==> config.mk <==
export PLATFORM = sky130hd
export DESIGN_NAME = dut_stream_sequencer
export DESIGN_NICKNAME = d
export VERILOG_FILES = /design/src/rtl/dut_stream_sequencer.sv
export SDC_FILE = /design/constraint.sdc
export NUM_CORES = 1
export LEC_CHECK = 0
export CAP_MARGIN = 40
export CORE_ASPECT_RATIO = 1.5
export CORE_MARGIN = 1.5
export CORE_UTILIZATION = 30
export DETAILED_ROUTE_END_ITERATION = 12
export PLACE_DENSITY_LB_ADDON = 0.1
export SYNTH_ARGS = -nofsm -noshare
export SYNTH_HDL_FRONTEND = slang
export SYNTH_SLANG_ARGS = --single-unit
==> constraint.sdc <==
create_clock -name crypto_clk -period 5.8 [get_ports crypto_clk]
set_input_delay 0.58 -clock crypto_clk [delete_from_list [all_inputs] [get_ports crypto_clk]]
set_output_delay 0.58 -clock crypto_clk [all_outputs]
set_load 0.02 [all_outputs]
==> src/rtl/dut_stream_sequencer.sv <==
`default_nettype none
// ============================================================================
// Module   : dut_stream_sequencer
// Purpose  : Runs one sampler job in the crypto_clk domain. It streams
//            nwords host words to the DUT over VALID/READY, then collects
//            nbeats packed output beats into the host sample buffer.
//            It reports busy, a one-cycle done pulse and a completion status.
// Options  : SEQ_TIMEOUT_EN - when defined, a SEND/RECV stall of pTIMEOUT
//            cycles ends the job with status 10.
// Revision : 1.0 - initial release
// ============================================================================
module dut_stream_sequencer #(
    parameter int pW        = 64,
    parameter int pOUTPUT_W = 4,
    parameter int pCOEFF_W  = 23,
    parameter int pCNT_W    = 8,
    parameter int pTIMEOUT  = 1024
) (
    input  logic                          crypto_clk,
    input  logic                          reset_i,
    input  logic                          i_start,
    input  logic                          i_abort,
    input  logic [pCNT_W-1:0]             i_nwords,
    input  logic [pCNT_W-1:0]             i_nbeats,
    output logic [pCNT_W-1:0]             o_word_idx,
    input  logic [pW-1:0]                 i_word,
    output logic                          o_dut_valid,
    input  logic                          i_dut_ready,
    output logic [pW-1:0]                 o_dut_data,
    input  logic                          i_dut_valid,
    output logic                          o_dut_ready,
    input  logic [pOUTPUT_W*pCOEFF_W-1:0] i_dut_samples,
    output logic                          o_smp_we,
    output logic [pCNT_W-1:0]             o_smp_idx,
    output logic [pOUTPUT_W*pCOEFF_W-1:0] o_smp_data,
    output logic                          o_busy,
    output logic                          o_done,
    output logic [1:0]                    o_status
);

    localparam int         c_smp_w        = pOUTPUT_W * pCOEFF_W;
    localparam logic [1:0] c_stat_ok      = 2'b00;
    localparam logic [1:0] c_stat_abort   = 2'b01;
    localparam logic [1:0] c_stat_timeout = 2'b10;
    localparam logic [1:0] c_stat_reject  = 2'b11;

    typedef enum logic [2:0] {
        S_IDLE = 3'd0,
        S_LOAD = 3'd1,
        S_SEND = 3'd2,
        S_RECV = 3'd3,
        S_DONE = 3'd4
    } state_t;

    state_t              r_state;
    logic [pCNT_W-1:0]   r_nwords;
    logic [pCNT_W-1:0]   r_nbeats;
    logic [pCNT_W-1:0]   r_word_cnt;
    logic [pCNT_W-1:0]   r_beat_cnt;
    logic                r_dut_valid;
    logic                r_dut_ready;
    logic [pW-1:0]       r_dut_data;
    logic                r_smp_we;
    logic [pCNT_W-1:0]   r_smp_idx;
    logic [c_smp_w-1:0]  r_smp_data;
    logic                r_busy;
    logic                r_done;
    logic [1:0]          r_status;

    // Abort is honoured only while a job is actually moving data.
    logic w_abort;
    assign w_abort = i_abort && ((r_state == S_LOAD) || (r_state == S_SEND) || (r_state == S_RECV));

    // A stall cycle is a SEND/RECV cycle in which the relevant handshake did not happen.
    logic w_stall;
    assign w_stall = ((r_state == S_SEND) && !i_dut_ready) || ((r_state == S_RECV) && !i_dut_valid);

    logic w_stall_hit;
`ifdef SEQ_TIMEOUT_EN
    localparam int c_stall_w = $clog2(pTIMEOUT + 1);
    logic [c_stall_w-1:0] r_stall;

    assign w_stall_hit = w_stall && (r_stall == c_stall_w'(pTIMEOUT - 1));

    // Stall counter: runs on stall cycles, restarts on any handshake or state change.
    always_ff @(posedge crypto_clk) begin
        if (reset_i || !w_stall) begin
            r_stall <= '0;
        end else begin
            r_stall <= r_stall + c_stall_w'(1);
        end
    end
`else
    logic w_unused_timeout;
    assign w_unused_timeout = (pTIMEOUT > 0) && w_stall;
    assign w_stall_hit      = 1'b0;
`endif

    // Job sequencer: state, counters and all registered outputs.
    always_ff @(posedge crypto_clk) begin
        if (reset_i) begin
            r_state     <= S_IDLE;
            r_nwords    <= '0;
            r_nbeats    <= '0;
            r_word_cnt  <= '0;
            r_beat_cnt  <= '0;
            r_dut_valid <= 1'b0;
            r_dut_ready <= 1'b0;
            r_dut_data  <= '0;
            r_smp_we    <= 1'b0;
            r_smp_idx   <= '0;
            r_smp_data  <= '0;
            r_busy      <= 1'b0;
            r_done      <= 1'b0;
            r_status    <= c_stat_ok;
        end else begin
            r_done   <= 1'b0;
            r_smp_we <= 1'b0;
            if (w_abort || w_stall_hit) begin
                // Abort wins over a handshake landing on the same edge.
                r_dut_valid <= 1'b0;
                r_dut_ready <= 1'b0;
                r_status    <= w_abort ? c_stat_abort : c_stat_timeout;
                r_done      <= 1'b1;
                r_state     <= S_DONE;
            end else begin
                case (r_state)
                    S_IDLE: begin
                        if (i_start) begin
                            if (i_nwords != '0) begin
                                r_nwords   <= i_nwords;
                                r_nbeats   <= i_nbeats;
                                r_word_cnt <= '0;
                                r_beat_cnt <= '0;
                                r_status   <= c_stat_ok;
                                r_busy     <= 1'b1;
                                r_state    <= S_LOAD;
                            end else begin
                                r_status <= c_stat_reject;
                                r_done   <= 1'b1;
                            end
                        end
                    end
                    S_LOAD: begin
                        r_dut_data  <= i_word;
                        r_dut_valid <= 1'b1;
                        r_state     <= S_SEND;
                    end
                    S_SEND: begin
                        if (i_dut_ready) begin
                            r_dut_valid <= 1'b0;
                            r_word_cnt  <= r_word_cnt + pCNT_W'(1);
                            if (r_word_cnt == r_nwords - pCNT_W'(1)) begin
                                if (r_nbeats == '0) begin
                                    r_done  <= 1'b1;
                                    r_state <= S_DONE;
                                end else begin
                                    r_dut_ready <= 1'b1;
                                    r_state     <= S_RECV;
                                end
                            end else begin
                                r_state <= S_LOAD;
                            end
                        end
                    end
                    S_RECV: begin
                        if (i_dut_valid) begin
                            r_smp_we   <= 1'b1;
                            r_smp_idx  <= r_beat_cnt;
                            r_smp_data <= i_dut_samples;
                            r_beat_cnt <= r_beat_cnt + pCNT_W'(1);
                            if (r_beat_cnt == r_nbeats - pCNT_W'(1)) begin
                                r_dut_ready <= 1'b0;
                                r_done      <= 1'b1;
                                r_state     <= S_DONE;
                            end
                        end
                    end
                    S_DONE: begin
                        r_busy  <= 1'b0;
                        r_state <= S_IDLE;
                    end
                    default: begin
                        r_state <= S_IDLE;
                    end
                endcase
            end
        end
    end

    assign o_word_idx  = r_word_cnt;
    assign o_dut_valid = r_dut_valid;
    assign o_dut_data  = r_dut_data;
    assign o_dut_ready = r_dut_ready;
    assign o_smp_we    = r_smp_we;
    assign o_smp_idx   = r_smp_idx;
    assign o_smp_data  = r_smp_data;
    assign o_busy      = r_busy;
    assign o_done      = r_done;
    assign o_status    = r_status;

endmodule
`default_nettype wire

==> run metrics, run 1 <==
Setup TNS Final 0 ns; Hold Crit Class primary input to flop; DRT iter0 DRCs 290; final-stage net count 1,494; Post-synth EDFFs 0; layout cells sized above 1 0.0445; initial core utilization 0.308; die footprint 27,600 um^2; kind of critical path primary input to flop; htree depth 1; Congestion Overflow GR 0; Syn Area/Cell 8.06 um^2; gpl congestion 0.779; area grow syn2layout 56.1%; largest net degree at the start of global routing 107; cell family with most CP delay simple AND/OR/NAND/NOR gates; antenna diode count 0; Row Count 72; CP endpoint kind flop; ratio of total power to cell area 271 nW/um^2; Setup Skew 0.00782 ns; Synth Area in Compound Gates 0.139; CP peak stage delay 0.63 ns; mapped cell area 7980 um^2; Slew @ Worst Pin 0.749 ns; Adder-Cell Fraction of Synth Area 0.00784; synthesized net count 1,173; Finished Layout Cells 1,658; asr flop ratio synth 0; final wirelength 26.2 mm; CORE AREA 25,900 um^2; Sw Ratio 0.251; post-CTS setup buffers 0; hpwl dp 18.3 mm; chip height 203 um; CP required 6.17 ns; max_cap viols 0; Int Power 2.53 mW; Max Fanout on Critical Path 14; die width 136 um; total number of vias 7,669; leading area contributor after synthesis dfxtp_1; critical path's slowest cell or4_1; Synth Flop Type dfxtp_1; simple-gate share of the synthesized area 0.239; count of pins over their slew limit 0; root buffer cell clkbuf_16; Comb pwr share 0.143; peak supply drop 211 uV; Post-Synth XOR/XNOR Area 0.0373; crit start category primary input; Static Leakage 4.26 nW; antenna violations before repair 0; IO Pins 357; first-pass GRT wire length 40.5 mm; register bit count reported by yosys 206; GRT Util Overall 0.183; Warnings, synthesis 0; clock power share 0.412; Hold-fix buffers, CTS 0; post-synthesis mux area share 0.0177; count leader, synth nand2_1; Seq pwr share 0.444; CTS Buf Count 22; post-synthesis instance total 990; WP buf/inv 2; Reg clk slew, reported paths 0.06 ns; main combinational cell family by area after synthesis simple AND/OR/NAND/NOR gates; clk_lat worst skew 0.50 ns; critical-path cell list clkdlybuf4s50_1 > or4_1 > o21a_1 > buf_4 > o211a_1 > nand4_1 > xor2_1 > nor2_1; fin crit period 2.55 ns; slew margin rel. 0.501; # port buffers 356; post-synth cell types 51; fin crit share 0.440; top cell type's share of synthesized area 0.517; unrepaired setup endpoints after global routing false; CP arrival 2.92 ns; # setup viols final 0; synth top area cells dfxtp_1 52%, nand2_1 16%, a21oi_1 11%; First-pass DRT Iterations 4; register area share after synthesis 0.517; NetSw 849 uW; Placed Cells 1,620; fmax 392 MHz; clk buf depth 3; routed vias/inst 4.63; CTS tree built; drt wl/cell 15.8 um; PostCTS Resize Cnt 0; Fin. Hold Viols 0; vias in the first global route 7,513; status finished, final reports clean; clk sink count 206; Remaining DRCs 0; top cells by count, synth 340 x nand2_1, 206 x dfxtp_1, 183 x a21oi_1; Final ANT Viol Nets 0
## cell type report
class / instances / area [um^2]
Clock buffer: 32 / 649
Clock inverter: 6 / 55.1
Fill cell: 2541 / 13500
Inverter: 7 / 26.3
Multi-Input combinational cell: 710 / 3540
Sequential cell: 206 / 4120
Tap cell: 333 / 417
Timing Repair Buffer: 364 / 3640
## worst paths after layout
| check | start | to | slack [ns] | cells after the start |
|---|---|---|---|---|
| setup / recovery | i_nwords[7] | r_beat_cnt[7] | 3.25 | 8 |
| hold reg to reg | o_dut_data[20] | o_dut_data[20] | 0.45 | 2 |
| hold / removal | reset_i | r_nwords[5] | 0.38 | 2 |
| setup reg to reg | r_state[0] | o_smp_data[46] | 3.26 | 5 |
## cell usage in the layout, fill, tap and decap left out, types with 5 or more instances in the layout
| cell type | n |
|---|---|
| xnor2_1 | 17 |
| ha_1 | 5 |
| dfxtp_1 | 206 |
| clkbuf_1 | 5 |
| clkinv_2 | 5 |
| buf_4 | 7 |
| nor2_1 | 50 |
| clkdlybuf4s50_1 | 355 |
| xor2_1 | 17 |
| nand3_1 | 5 |
| clkbuf_16 | 23 |
| nand2b_1 | 6 |
| inv_1 | 7 |
| nand4_1 | 11 |
| mux2i_1 | 13 |
| a21oi_1 | 183 |
| nand2_1 | 340 |
## power by group through the flow
stage	registers (mW)	clock network (mW)	logic, mW
floorplan	1.56	0	0.226
global placement	1.53	0	0.486
detailed placement	1.53	0	0.488
CTS	1.50	1.45	0.492
global route	1.51	1.49	0.530
finish	1.50	1.39	0.485
## registers in the layout, indices dropped and copies added (netlist names)
signal / flops
o_busy: 1
o_done: 1
o_dut_data: 64
o_dut_ready: 1
o_dut_valid: 1
o_smp_data: 92
o_smp_idx: 8
o_smp_we: 1
o_status: 2
o_word_idx: 8
r_beat_cnt: 8
r_nbeats: 8
r_nwords: 8
r_state: 3
## cell families after synthesis
group,Yosys count
compound gates,208
flops,206
mux,14
fa+ha+maj,5
xor+xnor,34
buf+inv,74
simple gates,449
## metal layers
metal / GRT usage / wire [um] / vias to the layer above
met3: 0.0727 / 2800 / 38
met1: 0.205 / 10200 / 3481
met2: 0.319 / 12700 / 259
li1: - / - / 3891
met4: 0.0502 / 593 / 0
met5: 0 / 0 / -
## per-stage QoR
step	setup slack (ns)	power, mW	area, um^2	util	hold WS (ns)
CTS	3.20	3.44	12500	0.480	0.350
global placement	2.70	2.02	11700	0.452	0.441
global route	2.95	3.53	12500	0.480	0.382
detailed placement	2.70	2.02	11700	0.453	0.446
floorplan	3.66	1.78	7980	-	0.468
finish	3.25	3.38	12500	0.480	0.376
No activity file was read; power rests on OpenSTA's default activity.
==> run 2, diff against run 1 <==
Clock period 5.8 ns to 2.3 ns, I/O delays scaled along.
==> run 2 against run 1 <==
Clock power increased by 130%. Via count increased by 1.1%. Global-route usage increased by 0.33 points. First-iteration DRC count decreased by 0.34%. Sequential share of layout area decreased by 0.38 points. Register-to-register slack got worse by 3.1 ns.
==> run metrics, run 2 (synthesis gave the netlist of run 1 again) <==
status finished, final reports clean (unchanged); Max Fanout on Critical Path 4 (was 14); Reg clk slew, reported paths 0.06 ns (about the same); peak supply drop 594 uV (was 211 uV); Int Power 6.24 mW (was 2.53 mW); antenna diode count 0 (unchanged); fin crit share 0.937; first-pass GRT wire length 41.2 mm (was 40.5 mm); pre-CTS setup slack -0.00215 ns (was 2.70 ns); clock power share 0.391 (was 0.412); # setup viols final 0 (unchanged); GRT Util Overall 0.187 (was 0.183); Row Count 72 (unchanged); Setup TNS Final 0 ns (unchanged); CP endpoint kind flop (unchanged); NetSw 2.08 mW (was 849 uW); CP arrival 2.55 ns (was 2.92 ns); initial core utilization 0.308 (unchanged); register area 4130 um^2 (was 4120 um^2); kind of critical path flop to flop (was primary input to flop); Largest register FFs 92 (unchanged); WHS Path Cells 2 (unchanged); FF-to-FF path depth 8 (was 5); gpl congestion 0.791 (was 0.779); max_cap viols 0 (unchanged); chip height 203 um (unchanged); drt wl/cell 15.9 um (was 15.8 um); ratio of total power to cell area 660 nW/um^2 (was 271 nW/um^2); # port buffers 356 (unchanged); count of pins over their slew limit 0 (unchanged); min setup slack post-route 0.146 ns (was 3.25 ns); crit start category flop (was primary input); layout cells sized above 1 0.0553 (was 0.0445); IO Pins 357 (unchanged); Slew @ Worst Pin 0.653 ns (was 0.749 ns); slew margin rel. 0.564 (was 0.501); antenna violations before repair 0 (unchanged); die footprint 27,600 um^2 (unchanged); Hold-fix buffers, CTS 0 (unchanged); Placed Area 12,000 um^2 (was 11,700 um^2); First-pass DRT Iterations 4 (unchanged); final-stage net count 1,513 (was 1,494); htree depth 1 (unchanged); fin crit period 2.15 ns; Finished Cell Area 12,600 um^2 (was 12,500 um^2); Sw Ratio 0.250 (was 0.251); die width 136 um (unchanged); fill cell count 2,574 (was 2,541); routed vias/inst 4.64 (was 4.63); Fin. Hold Viols 0 (unchanged); final wirelength 26.5 mm (was 26.2 mm); Remaining DRCs 0 (unchanged); Final ANT Viol Nets 0 (unchanged); CP required 2.69 ns (was 6.17 ns); total number of vias 7,750 (was 7,669); vias in the first global route 7,620 (was 7,513); commonest non-fill, non-tap cells in the layout 355 x clkdlybuf4s50_1, 340 x nand2_1, 205 x dfxtp_1 (was 355 x clkdlybuf4s50_1, 340 x nand2_1, 206 x dfxtp_1); post-CTS setup buffers 0 (unchanged); Comb pwr share 0.156 (was 0.143); root buffer cell clkbuf_16 (unchanged); area grow syn2layout 57.9% (was 56.1%); Setup Skew 0.00819 ns (was 0.00782 ns); clk sink count 206 (unchanged); Seq pwr share 0.453 (was 0.444); area of the multi-input gates 3540 um^2 (about the same); most common cell after layout, fill and taps aside clkdlybuf4s50_1 (unchanged); clk buf depth 3 (unchanged); hpwl dp 18.8 mm (was 18.3 mm); DRT iter0 DRCs 289 (was 290); clk_lat worst skew 0.50 ns (about the same); Hold Crit Class primary input to flop (unchanged); Congestion Overflow GR 0 (unchanged); CTS tree built (unchanged); CORE AREA 25,900 um^2 (unchanged); Static Leakage 4.35 nW (was 4.26 nW); CTS Buf Count 22 (unchanged); largest net degree at the start of global routing 112 (was 107); fmax 464 MHz
run 2: per-layer routing:
| metal | vias to the layer above | wire, um | GRT usage | part of all wire |
|---|---|---|---|---|
| li1 | 3928 | - | - | - |
| met1 | 3511 | 10500 | 0.218 | 0.40 |
| met2 | 272 | 12700 | 0.318 | 0.48 |
| met3 | 39 | 2570 | 0.0654 | 0.097 |
| met4 | 0 | 706 | 0.0562 | 0.027 |
| met5 | - | 0 | 0 | 0 |
run 2: worst paths after layout:
check                           slack, ns           start             end
worst min-delay path                 0.06         reset_i     r_nbeats[1]
worst max register to register       0.15     r_nbeats[0]      r_state[0]
worst max-delay path                 0.15     r_nbeats[0]      r_state[0]
worst min register to register       0.45  o_dut_data[29]  o_dut_data[29]
run 2: final cells by class:
cell class | count | share of cell area
inverter | 7 | 0.00208
multi-input combinational | 710 | 0.281
tap | 333 | 0.0331
sequential | 206 | 0.327
clock inverter | 1 | 0.000397
timing repair buffer | 383 | 0.306
clock buffer | 30 | 0.0501
run 2: metrics by stage:
step	power (mW)	utilization	instances	hold slack (ns)
2_1_floorplan	4.50	-	990	0.366
3_3_place_gp	5.15	0.461	1639	0.441
3_5_place_dp	5.15	0.461	1639	0.446
4_1_cts	8.46	0.485	1670	0.0370
5_1_grt	8.71	0.486	1670	0.0676
6_report	8.32	0.486	1670	0.0598
run 2: what timing repair did:
item	in CTS	in global routing
setup endpoints to repair	0	3
gates resized for setup	0	2
endpoints found under the hold margin	0	0
run 2: power by group through the flow:
stage	Clock (mW)	Sequential (mW)	Combinational (mW)
floorplan	0	3.93	0.569
global placement	0	3.85	1.30
detailed placement	0	3.85	1.30
CTS	3.38	3.77	1.31
global route	3.51	3.78	1.41
finish	3.25	3.77	1.30
run 2: critical path, cell delays in order, from the launching register on:
cell	delay (ns)
dfxtp_1	0.37
inv_1	0.09
ha_1	0.25
xnor2_1	0.15
xnor2_1	0.14
nor4_2	0.27
nand4_1	0.19
a31o_2	0.32
mux2_2	0.27
==> run 3, diff against run 2 <==
Clock period 2.3 ns to 2.7 ns, I/O delays scaled along.
==> run 3 against run 2 <==
Combinational power down 17%. Count of clock-buffer cells in the layout up 6. Clock skew up 0.0081 ns. Total power down 13%. Setup slack better by 0.27 ns. Maximum frequency down 5.7%. Critical path depth down 1. Hold slack better by 0.19 ns. Largest power group unchanged. Highest routed layer unchanged.
==> run metrics, run 3 (synthesis gave the netlist of run 1 again) <==
CP peak stage delay 0.58 ns (was 0.37 ns); Finished Cell Area 12,600 um^2 (about the same); CTS tree built (unchanged); kind of critical path flop to flop (unchanged); gpl congestion 0.795 (was 0.791); Fin. Hold Viols 0 (unchanged); cell family with most CP delay simple AND/OR/NAND/NOR gates (unchanged); # setup viols final 0 (unchanged); die width 136 um (unchanged); antenna violations before repair 0 (unchanged); DRT iter0 DRCs 327 (was 289); peak supply drop 556 uV (was 594 uV); GRT Util Overall 0.184 (was 0.187); Worst setup startpoint r_nwords[0] (was r_nbeats[0]); chip height 203 um (unchanged); critical path's slowest cell or4_4 (was dfxtp_1); most utilized layer in the global route result met2 (unchanged); PostCTS Resize Cnt 0 (unchanged); worst-case register-to-register setup slack 0.42 ns (was 0.15 ns); CTS Buf Count 23 (was 22); clk buf depth 3 (unchanged); area grow syn2layout 57.6% (was 57.9%); clk sink count 206 (unchanged); reg2reg start r_nwords[0] (was r_nbeats[0]); GRT met3 Usage 0.0704 (was 0.0654); min setup slack post-route 0.416 ns (was 0.146 ns); Congestion Overflow GR 0 (unchanged); htree depth 1 (unchanged); drt wl/cell 15.7 um (was 15.9 um); post-CTS setup buffers 0 (unchanged); CP required 3.09 ns (was 2.69 ns); pre-CTS setup slack 0.331 ns (was -0.00215 ns); critical path depth 7 (was 8); IO Pins 357 (unchanged); first-pass GRT wire length 40.6 mm (was 41.2 mm); crit path to r_state[0] (unchanged); slew margin rel. 0.509 (was 0.564); ratio of total power to cell area 577 nW/um^2 (was 660 nW/um^2); most common cell after layout, fill and taps aside clkdlybuf4s50_1 (unchanged); Hold Crit Class primary input to flop (unchanged); reg-to-reg endpoint r_state[0] (unchanged); Setup TNS Final 0 ns (unchanged); FF-to-FF path depth 7 (was 8); total number of vias 7,686 (was 7,750); largest net degree at the start of global routing 104 (was 112); count of pins over their slew limit 0 (unchanged); fin crit share 0.846 (was 0.937); Final ANT Viol Nets 0 (unchanged); CP arrival 2.67 ns (was 2.55 ns); critical-path cell list inv_1 > ha_1 > xnor2_1 > or4_4 > nor4_2 > a21oi_1 > mux2_2 (was inv_1 > ha_1 > xnor2_1 > xnor2_1 > nor4_2 > nand4_1 > a31o_2 > mux2_2); Reg clk slew, reported paths 0.06 ns (about the same); unrepaired setup endpoints after global routing false; die footprint 27,600 um^2 (unchanged); Setup Skew 0.0163 ns (was 0.00819 ns); M2 GR Usage 0.317 (was 0.318); initial core utilization 0.308 (unchanged); Max Fanout on Critical Path 6 (was 4); root buffer cell clkbuf_16 (unchanged); Remaining DRCs 0 (unchanged); hpwl dp 18.4 mm (was 18.8 mm); Row Count 72 (unchanged); final wirelength 26.2 mm (was 26.5 mm); crit start category flop (unchanged); final-stage net count 1,503 (was 1,513); WP buf/inv 1 (unchanged); max_cap viols 0 (unchanged); antenna diode count 0 (unchanged); final hold slack 0.251 ns (was 0.0598 ns); Placed Area 11,900 um^2 (was 12,000 um^2); Tot Pwr 7.26 mW (was 8.32 mW); met1 Use GR 0.212 (was 0.218); CP endpoint kind flop (unchanged); Static Leakage 4.31 nW (was 4.35 nW); clk_lat worst skew 0.50 ns (about the same); commonest non-fill, non-tap cells in the layout 355 x clkdlybuf4s50_1, 340 x nand2_1, 206 x dfxtp_1 (was 355 x clkdlybuf4s50_1, 340 x nand2_1, 205 x dfxtp_1); routed vias/inst 4.61 (was 4.64); vias in the first global route 7,480 (was 7,620); fin crit period 2.28 ns (was 2.15 ns); Hold-fix buffers, CTS 0 (unchanged); CORE AREA 25,900 um^2 (unchanged); First-pass DRT Iterations 4 (unchanged); Largest register FFs 92 (unchanged); fmax 438 MHz (was 464 MHz); Slew @ Worst Pin 0.737 ns (was 0.653 ns); layout cells sized above 1 0.0473 (was 0.0553); status finished, final reports clean (unchanged); # port buffers 356 (unchanged)
run 3: metrics by stage:
stage | utilization | cells
finish | 0.485 | 1666
global route | 0.485 | 1666
CTS | 0.485 | 1666
detailed placement | 0.458 | 1628
global placement | 0.458 | 1628
floorplan | - | 990
run 3: worst min-delay path by stage:
| stage | from | to | cells after the start |
|---|---|---|---|
| after detailed placement | o_dut_data[26] | o_dut_data[26] | 2 |
| final | reset_i | o_dut_data[52] | 2 |
| after global routing | reset_i | o_dut_data[43] | 2 |
| after floorplan | i_dut_samples[17] | o_smp_data[17] | 2 |
| after global placement | o_dut_data[13] | o_dut_data[13] | 2 |
| after CTS | reset_i | r_beat_cnt[0] | 2 |
run 3: cell type report:
cell class	count	area, um^2
multi-input cells	710	3540
well taps	333	417
fillers	2620	13400
clock inverters	2	35.0
clock buffers	36	664
repair buffers	372	3770
flip-flops and latches	206	4120
inverters	7	26.3
run 3: worst register-to-register path, stage by stage, from the launching register on:
cell and delay [ns]:
dfxtp_1 0.43, inv_1 0.10, ha_1 0.31, xnor2_1 0.12
or4_4 0.58, nor4_2 0.28, a21oi_1 0.09, mux2_2 0.26
run 3: metal layers:
metal | share of wire | vias up
met2 | 0.49 | 270
li1 | - | 3897
met5 | 0 | -
met3 | 0.10 | 33
met1 | 0.39 | 3486
met4 | 0.020 | 0
run 3: report_power, final:
| group | switching, mW | internal, mW | leakage (nW) |
|---|---|---|---|
| clock network | 1.20 | 1.77 | 0.341 |
| registers | 0.0775 | 3.14 | 1.67 |
| logic | 0.516 | 0.564 | 2.31 |
| total | 1.79 | 5.47 | 4.31 |
